### config.mk
export PLATFORM = sky130hd
export DESIGN_NAME = lbm_stream_framer
export DESIGN_NICKNAME = d
export VERILOG_FILES = /design/src/rtl/lbm_stream_framer.sv
export SDC_FILE = /design/constraint.sdc
export NUM_CORES = 1
export LEC_CHECK = 0
export BUFFER_PORTS_ARGS = -buffer_cell sky130_fd_sc_hd__buf_2
export CORE_UTILIZATION = 45
export CTS_CLUSTER_SIZE = 40
export DETAILED_ROUTE_END_ITERATION = 10
export PLACE_DENSITY = 0.57
export SLEW_MARGIN = 20
export SYNTH_ARGS = -nofsm -noshare
export SYNTH_HDL_FRONTEND = slang
export SYNTH_SLANG_ARGS = --single-unit
### constraint.sdc
create_clock -name clk -period 10.8 [get_ports clk]
set_input_delay 0 -clock clk [delete_from_list [all_inputs] [get_ports clk]]
set_output_delay 0 -clock clk [all_outputs]
set_load 0.02 [all_outputs]
### src/rtl/lbm_stream_framer.sv
// AXI4-Stream output stage for LBM solver cell beats: small FIFO, regenerated per-frame tlast,
// upstream framing check and a completed-frame counter.
module lbm_stream_framer #(
  parameter int unsigned DATA_WIDTH  = 64,
  parameter int unsigned FIFO_DEPTH  = 16,
  parameter int unsigned FRAME_BEATS = 2500
) (
  input  logic                          clk,
  input  logic                          rst,
  input  logic                          s_axis_tvalid,
  input  logic [DATA_WIDTH-1:0]         s_axis_tdata,
  input  logic [DATA_WIDTH/8-1:0]       s_axis_tstrb,
  input  logic                          s_axis_tlast,
  output logic                          s_axis_tready,
  output logic                          m_axis_tvalid,
  output logic [DATA_WIDTH-1:0]         m_axis_tdata,
  output logic [DATA_WIDTH/8-1:0]       m_axis_tstrb,
  output logic                          m_axis_tlast,
  input  logic                          m_axis_tready,
  output logic [31:0]                   frame_count,
  output logic                          framing_err,
  output logic [$clog2(FIFO_DEPTH):0]   fifo_level
);

  localparam int unsigned StrbW  = DATA_WIDTH / 8;
  localparam int unsigned AddrW  = $clog2(FIFO_DEPTH);
  localparam int unsigned LvlW   = AddrW + 1;
  localparam int unsigned IdxW   = $clog2(FRAME_BEATS);
  localparam int unsigned EntryW = StrbW + DATA_WIDTH;

  localparam logic [IdxW-1:0] LastIdx = IdxW'(FRAME_BEATS - 1);
  localparam logic [LvlW-1:0] FullLvl = LvlW'(FIFO_DEPTH);

  logic [EntryW-1:0] mem_q [FIFO_DEPTH];
  logic [EntryW-1:0] rd_entry;

  logic [AddrW-1:0] wr_ptr_q, wr_ptr_d;
  logic [AddrW-1:0] rd_ptr_q, rd_ptr_d;
  logic [LvlW-1:0]  level_q, level_d;
  logic [IdxW-1:0]  in_idx_q, in_idx_d;
  logic [IdxW-1:0]  out_idx_q, out_idx_d;
  logic [31:0]      frame_count_q, frame_count_d;
  logic             framing_err_q, framing_err_d;

  logic push, pop, exp_last;

  // Flags come from the registered level only; rst masks both handshakes while asserted.
  assign s_axis_tready = !rst && (level_q != FullLvl);
  assign m_axis_tvalid = !rst && (level_q != '0);
  assign push          = s_axis_tvalid && s_axis_tready;
  assign pop           = m_axis_tvalid && m_axis_tready;

  assign rd_entry      = mem_q[rd_ptr_q];
  assign m_axis_tdata  = rd_entry[DATA_WIDTH-1:0];
  assign m_axis_tstrb  = rd_entry[EntryW-1 -: StrbW];
  assign m_axis_tlast  = m_axis_tvalid && (out_idx_q == LastIdx);

  assign exp_last      = (in_idx_q == LastIdx);

  assign frame_count   = frame_count_q;
  assign framing_err   = framing_err_q;
  assign fifo_level    = level_q;

  always_ff @(posedge clk) begin
    if (push) begin
      mem_q[wr_ptr_q] <= {s_axis_tstrb, s_axis_tdata};
    end
  end

  always_comb begin
    wr_ptr_d      = wr_ptr_q;
    rd_ptr_d      = rd_ptr_q;
    level_d       = level_q;
    in_idx_d      = in_idx_q;
    out_idx_d     = out_idx_q;
    frame_count_d = frame_count_q;
    framing_err_d = framing_err_q;

    if (push) begin
      wr_ptr_d = wr_ptr_q + 1'b1;
      if (s_axis_tlast != exp_last) begin
        framing_err_d = 1'b1;
      end
      // Upstream tlast always resyncs the input counter, even when it was early.
      if (s_axis_tlast || exp_last) begin
        in_idx_d = '0;
      end else begin
        in_idx_d = in_idx_q + 1'b1;
      end
    end

    if (pop) begin
      rd_ptr_d  = rd_ptr_q + 1'b1;
      out_idx_d = (out_idx_q == LastIdx) ? '0 : out_idx_q + 1'b1;
      if (m_axis_tlast) begin
        frame_count_d = frame_count_q + 32'd1;
      end
    end

    unique case ({push, pop})
      2'b10:   level_d = level_q + 1'b1;
      2'b01:   level_d = level_q - 1'b1;
      default: level_d = level_q;
    endcase
  end

  always_ff @(posedge clk) begin
    if (rst) begin
      wr_ptr_q      <= '0;
      rd_ptr_q      <= '0;
      level_q       <= '0;
      in_idx_q      <= '0;
      out_idx_q     <= '0;
      frame_count_q <= '0;
      framing_err_q <= 1'b0;
    end else begin
      wr_ptr_q      <= wr_ptr_d;
      rd_ptr_q      <= rd_ptr_d;
      level_q       <= level_d;
      in_idx_q      <= in_idx_d;
      out_idx_q     <= out_idx_d;
      frame_count_q <= frame_count_d;
      framing_err_q <= framing_err_d;
    end
  end

`ifndef SYNTHESIS
  a_level_bound : assert property (@(posedge clk) disable iff (rst) level_q <= FullLvl);

  a_out_stable : assert property (@(posedge clk) disable iff (rst)
    (m_axis_tvalid && !m_axis_tready) |=>
      (m_axis_tvalid && $stable(m_axis_tdata) && $stable(m_axis_tstrb) && $stable(m_axis_tlast)));
`endif

endmodule
After elaboration in Yosys (flattened, before gate mapping)
Memory sizes are Yosys's and may differ from the RTL's. A register that Yosys moved wholly into a read port is not among the register bits.
Cells that the tools add are included.

cells by class
  add/sub/neg operators = 7
  muxes and demuxes = 7
  reduce and logical (&&, ||, !) cells = 11
  eq/ne operators = 6

operators by type and width
  cell                                              number
  adder 32 x 1 -> 32 bit, second input constant     1
  adder 12 x 1 -> 12 bit, second input constant     2
  == test 12 bit, second input constant             2
  2-to-1 mux 12 bit                                 2
  one-hot mux 5 bit (2 select lines)                1
  adder 4 x 1 -> 4 bit, second input constant       2
  2-to-1 mux 4 bit                                  2
  adder 5 x 1 -> 5 bit, second input constant       1
  logical AND 1 bit                                 5
  != test 5 bit, second input constant              1
  nonzero test 5 bit                                1
  subtractor 5 x 1 -> 5 bit, second input constant  1
  AND reduction 2 bit                               2
  == test 2 x 1 -> 1 bit, second input constant     1
  == test 2 bit, second input constant              1
  2-to-1 mux 1 bit                                  2
  nonzero test 2 bit                                1
  logical NOT 1 bit                                 1
  logical OR 1 bit                                  1
  != test 1 bit                                     1

word-level totals
  logic and storage cells = 39
  memories = 1
  memory bits (writable) = 1,152
  flip-flop bits (word level) = 70
  output and inout bits = 113
  bits of input ports = 77

memory list
  memory  depth  width  read ports  clocked after memory_dff  wr ports  line  text
  mem_q   16     72     1           1                         1         34    logic [EntryW-1:0] mem_q [FIFO_DEPTH];

Longest topological paths before layout
Gate-level depths: netlist (run 1).

  depth in word-level cells = 5
  mapped depth = 12
  mapped depth without buffers = 11

Worst setup path after synthesis (run 1)
OpenSTA, ideal clock, no wires.

  path kind = register to register
  start point = register level_q[1], in the netlist fifo_level[1]
  end point = memory mem_q[10][0] (netlist bit) (enable)
  slack = 3.254 ns
  period minus slack after synthesis = 7.546 ns
  setup time = 0.606 ns
  path buffers = 2
  stages on the path, launching flop included = 7
  arrival = 6.940 ns
  cells stage by stage = dfxtp_1 -> clkbuf_1 -> nor4_1 -> a211oi_1 -> clkbuf_1 -> nand2_1 -> nor3b_1

on the way
  longest elaborated chain between the ends = 5

ends and longest elaborated chain
  element                                 line  text
  start, declared                         39    logic [LvlW-1:0] level_q, level_d;
  start signal, assigned                  119   level_q <= level_d;
  != test 5 bit                           48    assign s_axis_tready = !rst && (level_q != FullLvl);
  logical AND 1 bit                       48
  logical AND 1 bit                       50    assign push = s_axis_tvalid && s_axis_tready;
  2-to-1 mux 1 bit                        65    if (push) begin
  2-to-1 mux 1 bit (implied by the code)  66    mem_q[wr_ptr_q] <= {s_axis_tstrb, s_axis_tdata};
  end, declared                           34

Every way passes these cells.

==> flow_metrics.env, run 1 <==
export IMPL_track_usage=0.206
export IMPL_cts_buffer_depth=3
export IMPL_status="finished, final reports clean"
export IMPL_num_vias=21800
export IMPL_synth_area_sq_um=46700
export IMPL_ys_warn_count=0
export IMPL_post_cts_buffers=0
export IMPL_yosys_area_top_type_share=0.741
export IMPL_async_flop_share=0
export IMPL_yosys_most_used_dff="edfxtp_1"
export IMPL_critPathKind="reg -> out"
export IMPL_cts_tree="built"
export IMPL_syn_nets=2122
export IMPL_required_ns=10.80
export IMPL_ant_nets=0
export IMPL_antenna_found_initial=6
export IMPL_timing_fmax_mhz=204
export IMPL_cp_start_kind="flip-flop"
export IMPL_ys_types=48
export IMPL_yosys_register_bits=1226
export IMPL_cts_root_buffer="clkbuf_16"
export IMPL_core_area_sq_um=102000
export IMPL_portBuffers=189
export IMPL_cts_buffers=131
export IMPL_leakagePower_nw=16.7
export IMPL_fin_worst_skew_ns=0.0165
export IMPL_hold_viol=0
export IMPL_max_cap_violations=0
export IMPL_power_mw=10.1
export IMPL_worstSkewPairLatency_ns=0.72
export IMPL_synth_edf_count=1152
export IMPL_vdd_drop_max_uv=114
export IMPL_worstMarginPinSlew_ns=1.16
export IMPL_overflow=0
export IMPL_rrSetupSlack_ns=7.05
export IMPL_die_area_sq_um=105000
export IMPL_grt_setup_unrepaired="false"
export IMPL_cts_resized=0
export IMPL_cts_sinks=1226
export IMPL_routed_wl_microns=105000
export IMPL_firstDrtPassIters=5
export IMPL_route_met3_wl_microns=5290
export IMPL_hpwl_microns=52700
export IMPL_drc_errors=0
export IMPL_worst_setup_path_end_kind="output port"
export IMPL_met2_length_microns=54100
export IMPL_m1WireLength_microns=44200
export IMPL_yosysTopAreaCell="edfxtp_1"
export IMPL_pin_count=190
export IMPL_finalCritPeriodShare=0.455
export IMPL_areaGrowthSynthToFinish_pct=16.0
export IMPL_rows=117
export IMPL_cts_clk_slew_worst_paths_ns=0.06
export IMPL_final_nets=2459
export IMPL_drt_iter0_markers=2016
export IMPL_p_per_area_nw_per_um2=186
export IMPL_fillers=7877
export IMPL_grt_pass1_vias=23200
export IMPL_critPathArrivalTime_ns=4.91
export IMPL_finalSetupViolCount=0
export IMPL_dr_max_layer_used="met5"
export IMPL_grt_start_max_net_pins=108
export IMPL_seq_area_frac_synth=0.772
export IMPL_syn_area_per_cell_sq_um=23.0
export IMPL_fp_dieH_microns=324
export IMPL_maxSlewViolCount=0
export IMPL_place_area_sq_um=49300
export IMPL_syn_inst=2032
export IMPL_cp_max_fo=107
export IMPL_relSlewSlack=0.227
export IMPL_period_minus_slack_ns=4.91
export IMPL_htree_levels=4
export IMPL_synthTopCellsByArea="edfxtp_1 (74%), mux4_2 (17%), dfxtp_1 (3.2%)"
export IMPL_hold_path_class="in -> reg"
export IMPL_stdcell_area_sq_um=54200
export IMPL_ctsHoldBuffers=77
export IMPL_final_layout_size_suffix_gt1_frac=0.317
export IMPL_routedWlPerCell_microns=27.5
export IMPL_place_gp_congestion=0.773
export IMPL_start_util=0.456
export IMPL_viasPerCell=5.67
export IMPL_tns_ns=0
export IMPL_grt_pass1_wl_microns=155000
export IMPL_fp_dieW_microns=324
[layout make-up]
| type | instances | area [sq um] | area share |
|---|---|---|---|
| diodes | 4 | 10.0 | 0.000185 |
| clock buffers | 167 | 3560 | 0.0657 |
| clock inverters | 63 | 475 | 0.00878 |
| inverters | 15 | 56.3 | 0.00104 |
| multi-input cells | 689 | 10200 | 0.189 |
| flip-flops and latches | 1226 | 36100 | 0.666 |
| well taps | 1368 | 1710 | 0.0316 |
| repair buffers | 306 | 2030 | 0.0375 |
[power breakdown]
| part | total (mW) | leakage (nW) | internal, mW | switching, mW |
|---|---|---|---|---|
| logic | 0.611 | 3.80 | 0.283 | 0.329 |
| clock network | 4.24 | 1.96 | 2.48 | 1.75 |
| registers | 5.25 | 11.0 | 5.23 | 0.0198 |
[through the flow]
step                instances  setup WS [ns]  utilization  hold slack, ns
floorplan                2032           3.25            -          0.0989
global placement         3525           6.38        0.482           0.356
detailed placement       3525           6.38        0.482           0.383
CTS                      3832           5.59        0.529           0.108
global route             3835           5.39        0.529           0.197
finish                   3838           5.89        0.529           0.203
[sequential cells by signal (all words and copies together), names as in the netlist, named ones only]
signal,cells
rd_ptr_q,4
out_idx_q,12
wr_ptr_q,4
fifo_level,5
framing_err,1
mem_q,1152
frame_count,32
in_idx_q,12
[worst max-delay path: stages (launching register included)]
cell and delay, ns:
dfxtp_4 0.59, buf_12 0.65, buf_4 0.90, buf_4 0.69, mux4_2 0.62, mux4_2 0.47
buf_2 0.19
[cells in the mapped netlist, drive strengths merged, types with 3 or more instances]
| cell | count |
|---|---|
| nand4 | 20 |
| nand2 | 33 |
| o21ai | 9 |
| or3 | 3 |
| xnor2 | 35 |
| dfxtp | 74 |
| buf | 39 |
| nor4 | 18 |
| ha | 13 |
| clkbuf | 63 |
| and2 | 10 |
| o31ai | 5 |
| nor2 | 61 |
| or4 | 7 |
| nand2b | 3 |
| edfxtp | 1152 |
| mux4 | 360 |
| nor3 | 14 |
| nand3 | 15 |
| nor3b | 4 |
| and4 | 7 |
| inv | 15 |
| and3 | 12 |
| xor2 | 18 |
| a21oi | 19 |
[path summary, 6_finish.rpt]
kind	from	endpoint	cells past startpoint
max	flip-flop	m_axis_tdata[48]	6
min	s_axis_tdata[46]	mem_q[4][46]$_DFFE_PP_	2
max reg2reg	fifo_level[1]$_SDFFE_PP0P_	fifo_level[4]$_SDFFE_PP0P_	12
min reg2reg	out_idx_q[1]$_SDFFE_PP0P_	out_idx_q[1]$_SDFFE_PP0P_	2
[layer usage]
layer  vias to the layer above  global-route usage
li1                       9325                   -
met1                     11800               0.274
met5                         -                   0
met4                         6              0.0521
met2                       548               0.350
met3                       147              0.0388
[cells in the final DEF, fill, tap and decap left out, types with 15 or more instances in the layout]
cell type / n
edfxtp_1: 1152
mux4_2: 360
buf_2: 190
clkbuf_16: 137
dlygate4sd3_1: 78
dfxtp_1: 70
nor2_1: 61
buf_4: 36
xnor2_1: 35
clkinv_1: 35
nand2_1: 33
clkbuf_1: 28
a21oi_1: 19
nand4_1: 19
xor2_1: 18
nor4_1: 17
nand3_1: 15
[kinds of logic (layout without fill, tap and decap cells)]
kind of cell,Yosys count,count (layout),synth area share
AO/OA/AOI/OAI,44,44,0.00563
buffers and inverters,117,551,0.00973
other,0,4,0
XOR/XNOR,53,53,0.00994
adder cells (fa/ha/maj),13,13,0.00348
AND/OR/NAND/NOR,216,216,0.0244
flip-flops,1226,1226,0.772
multiplexers,363,363,0.174
Note: power is estimated with default switching activity, not from simulation.
==> inputs of run 2 (changes only) <==
--- a/config.mk
+++ b/config.mk
@@ -9,7 +9,7 @@
 export CORE_UTILIZATION = 45
 export CTS_CLUSTER_SIZE = 40
 export DETAILED_ROUTE_END_ITERATION = 10
-export PLACE_DENSITY = 0.57
+export PLACE_DENSITY = 0.6
 export SLEW_MARGIN = 20
 export SYNTH_ARGS = -nofsm -noshare
 export SYNTH_HDL_FRONTEND = slang
==> constraint.sdc (replaced) <==
create_clock -name clk -period 4 [get_ports clk]
set_input_delay 0 -clock clk [delete_from_list [all_inputs] [get_ports clk]]
set_output_delay 0 -clock clk [all_outputs]
set_load 0.02 [all_outputs]
==> run 2 against run 1 <==
Net effect:
- hold slack lost 0.0037 ns
- sequential power grew to 2.7 times the previous value
- sequential cell count did not move
- cell count is 0.76% higher
- first-iteration DRC count decreased by 15%
- utilization grew 0.80 points
- routed wire length shrank 1.6%
- sequential share of layout area shrank 0.99 points
- critical path depth increased by 6
- design area up 1.5%
- largest cell class unchanged
- largest power group unchanged
- highest routed layer unchanged
==> flow_metrics.env, run 2 (synthesized netlist as in run 1, its figures left out) <==
export IMPL_status="finished, final reports clean"
export IMPL_grt_pass1_vias=23200
export IMPL_layout_commonest_cell="edfxtp_1"
export IMPL_num_vias=22000
export IMPL_grt_util_met1=0.280
export IMPL_worstSkewPairLatency_ns=0.74
export IMPL_timing_fmax_mhz=295
export IMPL_cts_sinks=1226
export IMPL_critPathMaxStageDelay_ns=0.61
export IMPL_antenna_found_initial=7
export IMPL_worstPathCellList="nor4_1, a211oi_1, buf_4, inv_1, ha_1, xor2_1, ha_1, a211o_1, a21oi_1, a221oi_1, or3_1, a21oi_1"
export IMPL_pin_count=190
export IMPL_cts_clk_slew_worst_paths_ns=0.06
export IMPL_vdd_drop_max_uv=325
export IMPL_cp_num_buf_inv=2
export IMPL_routed_wl_microns=104000
export IMPL_areaGrowthSynthToFinish_pct=17.8
export IMPL_critPathKind="reg -> reg"
export IMPL_cts_buffers=132
export IMPL_gr_usage_met2=0.334
export IMPL_cts_root_buffer="clkbuf_16"
export IMPL_finalCritPeriodShare=0.847
export IMPL_cts_tree="built"
export IMPL_core_area_sq_um=102000
export IMPL_final_layout_size_suffix_gt1_frac=0.328
export IMPL_place_ws_ns=0.699
export IMPL_post_cts_buffers=0
export IMPL_path_delay_family="simple AND/OR/NAND/NOR gates"
export IMPL_grt_pass1_wl_microns=153000
export IMPL_place_gp_congestion=0.758
export IMPL_required_ns=4.64
export IMPL_rows=117
export IMPL_fin_worst_skew_ns=0.0411
export IMPL_critPathArrivalTime_ns=4.03
export IMPL_min_from="s_axis_tdata[63]"
export IMPL_drt_iter0_markers=1710
export IMPL_final_util=0.537
export IMPL_worst_setup_path_end_kind="flip-flop"
export IMPL_start_util=0.456
export IMPL_overflow=0
export IMPL_hold_path_class="in -> reg"
export IMPL_finalSetupViolCount=0
export IMPL_largest_reg_flops=1152
export IMPL_cp_max_fo=12
export IMPL_fp_dieW_microns=324
export IMPL_ant_nets=0
export IMPL_use_met3=0.0347
export IMPL_grt_setup_unrepaired="false"
export IMPL_track_usage=0.202
export IMPL_startpoint="fifo_level[1]$_SDFFE_PP0P_"
export IMPL_ctsHoldBuffers=78
export IMPL_drc_errors=0
export IMPL_hpwl_microns=55000
export IMPL_final_nets=2484
export IMPL_r2r_start="fifo_level[1]$_SDFFE_PP0P_"
export IMPL_grt_start_max_net_pins=74
export IMPL_tns_ns=0
export IMPL_max_cap_violations=0
export IMPL_die_area_sq_um=105000
export IMPL_p_per_area_nw_per_um2=506
export IMPL_relSlewSlack=0.304
export IMPL_portBuffers=189
export IMPL_htree_levels=4
export IMPL_worstMarginPinSlew_ns=1.02
export IMPL_cts_resized=0
export IMPL_busiest_layer="met2"
export IMPL_period_minus_slack_ns=3.39
export IMPL_routedWlPerCell_microns=26.8
export IMPL_place_area_sq_um=49900
export IMPL_viasPerCell=5.70
export IMPL_layout_setup_ws_ns=0.613
export IMPL_rrSetupSlack_ns=0.61
export IMPL_cts_buffer_depth=3
export IMPL_maxSlewViolCount=0
export IMPL_stdcell_area_sq_um=55000
export IMPL_firstDrtPassIters=5
export IMPL_top_register="mem_q"
export IMPL_fp_dieH_microns=324
export IMPL_critPathSlowestCell="nor4_1"
export IMPL_hold_viol=0
export IMPL_layout_common_cells="edfxtp_1 (1152), mux4_2 (360), buf_2 (189), clkbuf_16 (135), dlygate4sd3_1 (78)"
export IMPL_leakagePower_nw=17.1
export IMPL_hold_ws_ns=0.199
export IMPL_cp_start_kind="flip-flop"
[run 2: cell types whose count changed in the layout (fill, tap and decap cells not counted), moves of 4 or more]
cell / previous run / this run
bufinv_16: 7 / 14
buf_4: 36 / 31
nor3b_2: 4 / 0
nor3b_4: 0 / 4
clkinv_1: 35 / 31
buf_12: 1 / 32
clkinv_8: 0 / 6
[run 2: worst paths after layout]
check                                                   to  cells after the start
worst max register to register  fifo_level[4]$_SDFFE_PP0P_                     12
worst min-delay path               mem_q[14][63]$_DFFE_PP_                      2
worst min register to register                   flip-flop                      2
worst max-delay path            fifo_level[4]$_SDFFE_PP0P_                     12
[run 2: area by class of cell]
| cell class | instances | area, sq um |
|---|---|---|
| Tap cell | 1368 | 1710 |
| Timing Repair Buffer | 330 | 2600 |
| Clock buffer | 160 | 3470 |
| Clock inverter | 76 | 796 |
| Multi-Input combinational cell | 689 | 10300 |
| Sequential cell | 1226 | 36100 |
| Inverter | 15 | 56.3 |
| Antenna cell | 3 | 7.51 |
| Fill cell | 7730 | 47300 |
[run 2: worst register-to-register path: cells and delay by family, from the launching register on]
kind	cells	cell delay (ns)
AO/OA/AOI/OAI	5	0.85
XOR/XNOR	1	0.14
AND/OR/NAND/NOR	2	0.94
buffers and inverters	2	0.40
adder cells (fa/ha/maj)	2	0.60
flip-flops	1	0.41
[run 2: per-stage QoR]
step	total power [mW]	cells
after floorplan	15.5	2032
after global placement	16.1	3550
after detailed placement	16.1	3550
after CTS	28.1	3864
after global routing	28.7	3866
final	27.8	3867
[run 2: per-layer routing]
metal	share of wire	routed length, microns	vias to the layer above
met2	0.50	52200	608
met1	0.43	44300	11900
met5	0.00037	38	-
li1	-	-	9363
met3	0.050	5200	143
met4	0.018	1880	6
[run 2: report_power, final]
| group | switching [mW] | internal, mW | leakage (nW) |
|---|---|---|---|
| Sequential | 0.0555 | 14.1 | 11.0 |
| Clock | 4.86 | 7.10 | 2.07 |
| Combinational | 0.900 | 0.800 | 4.02 |
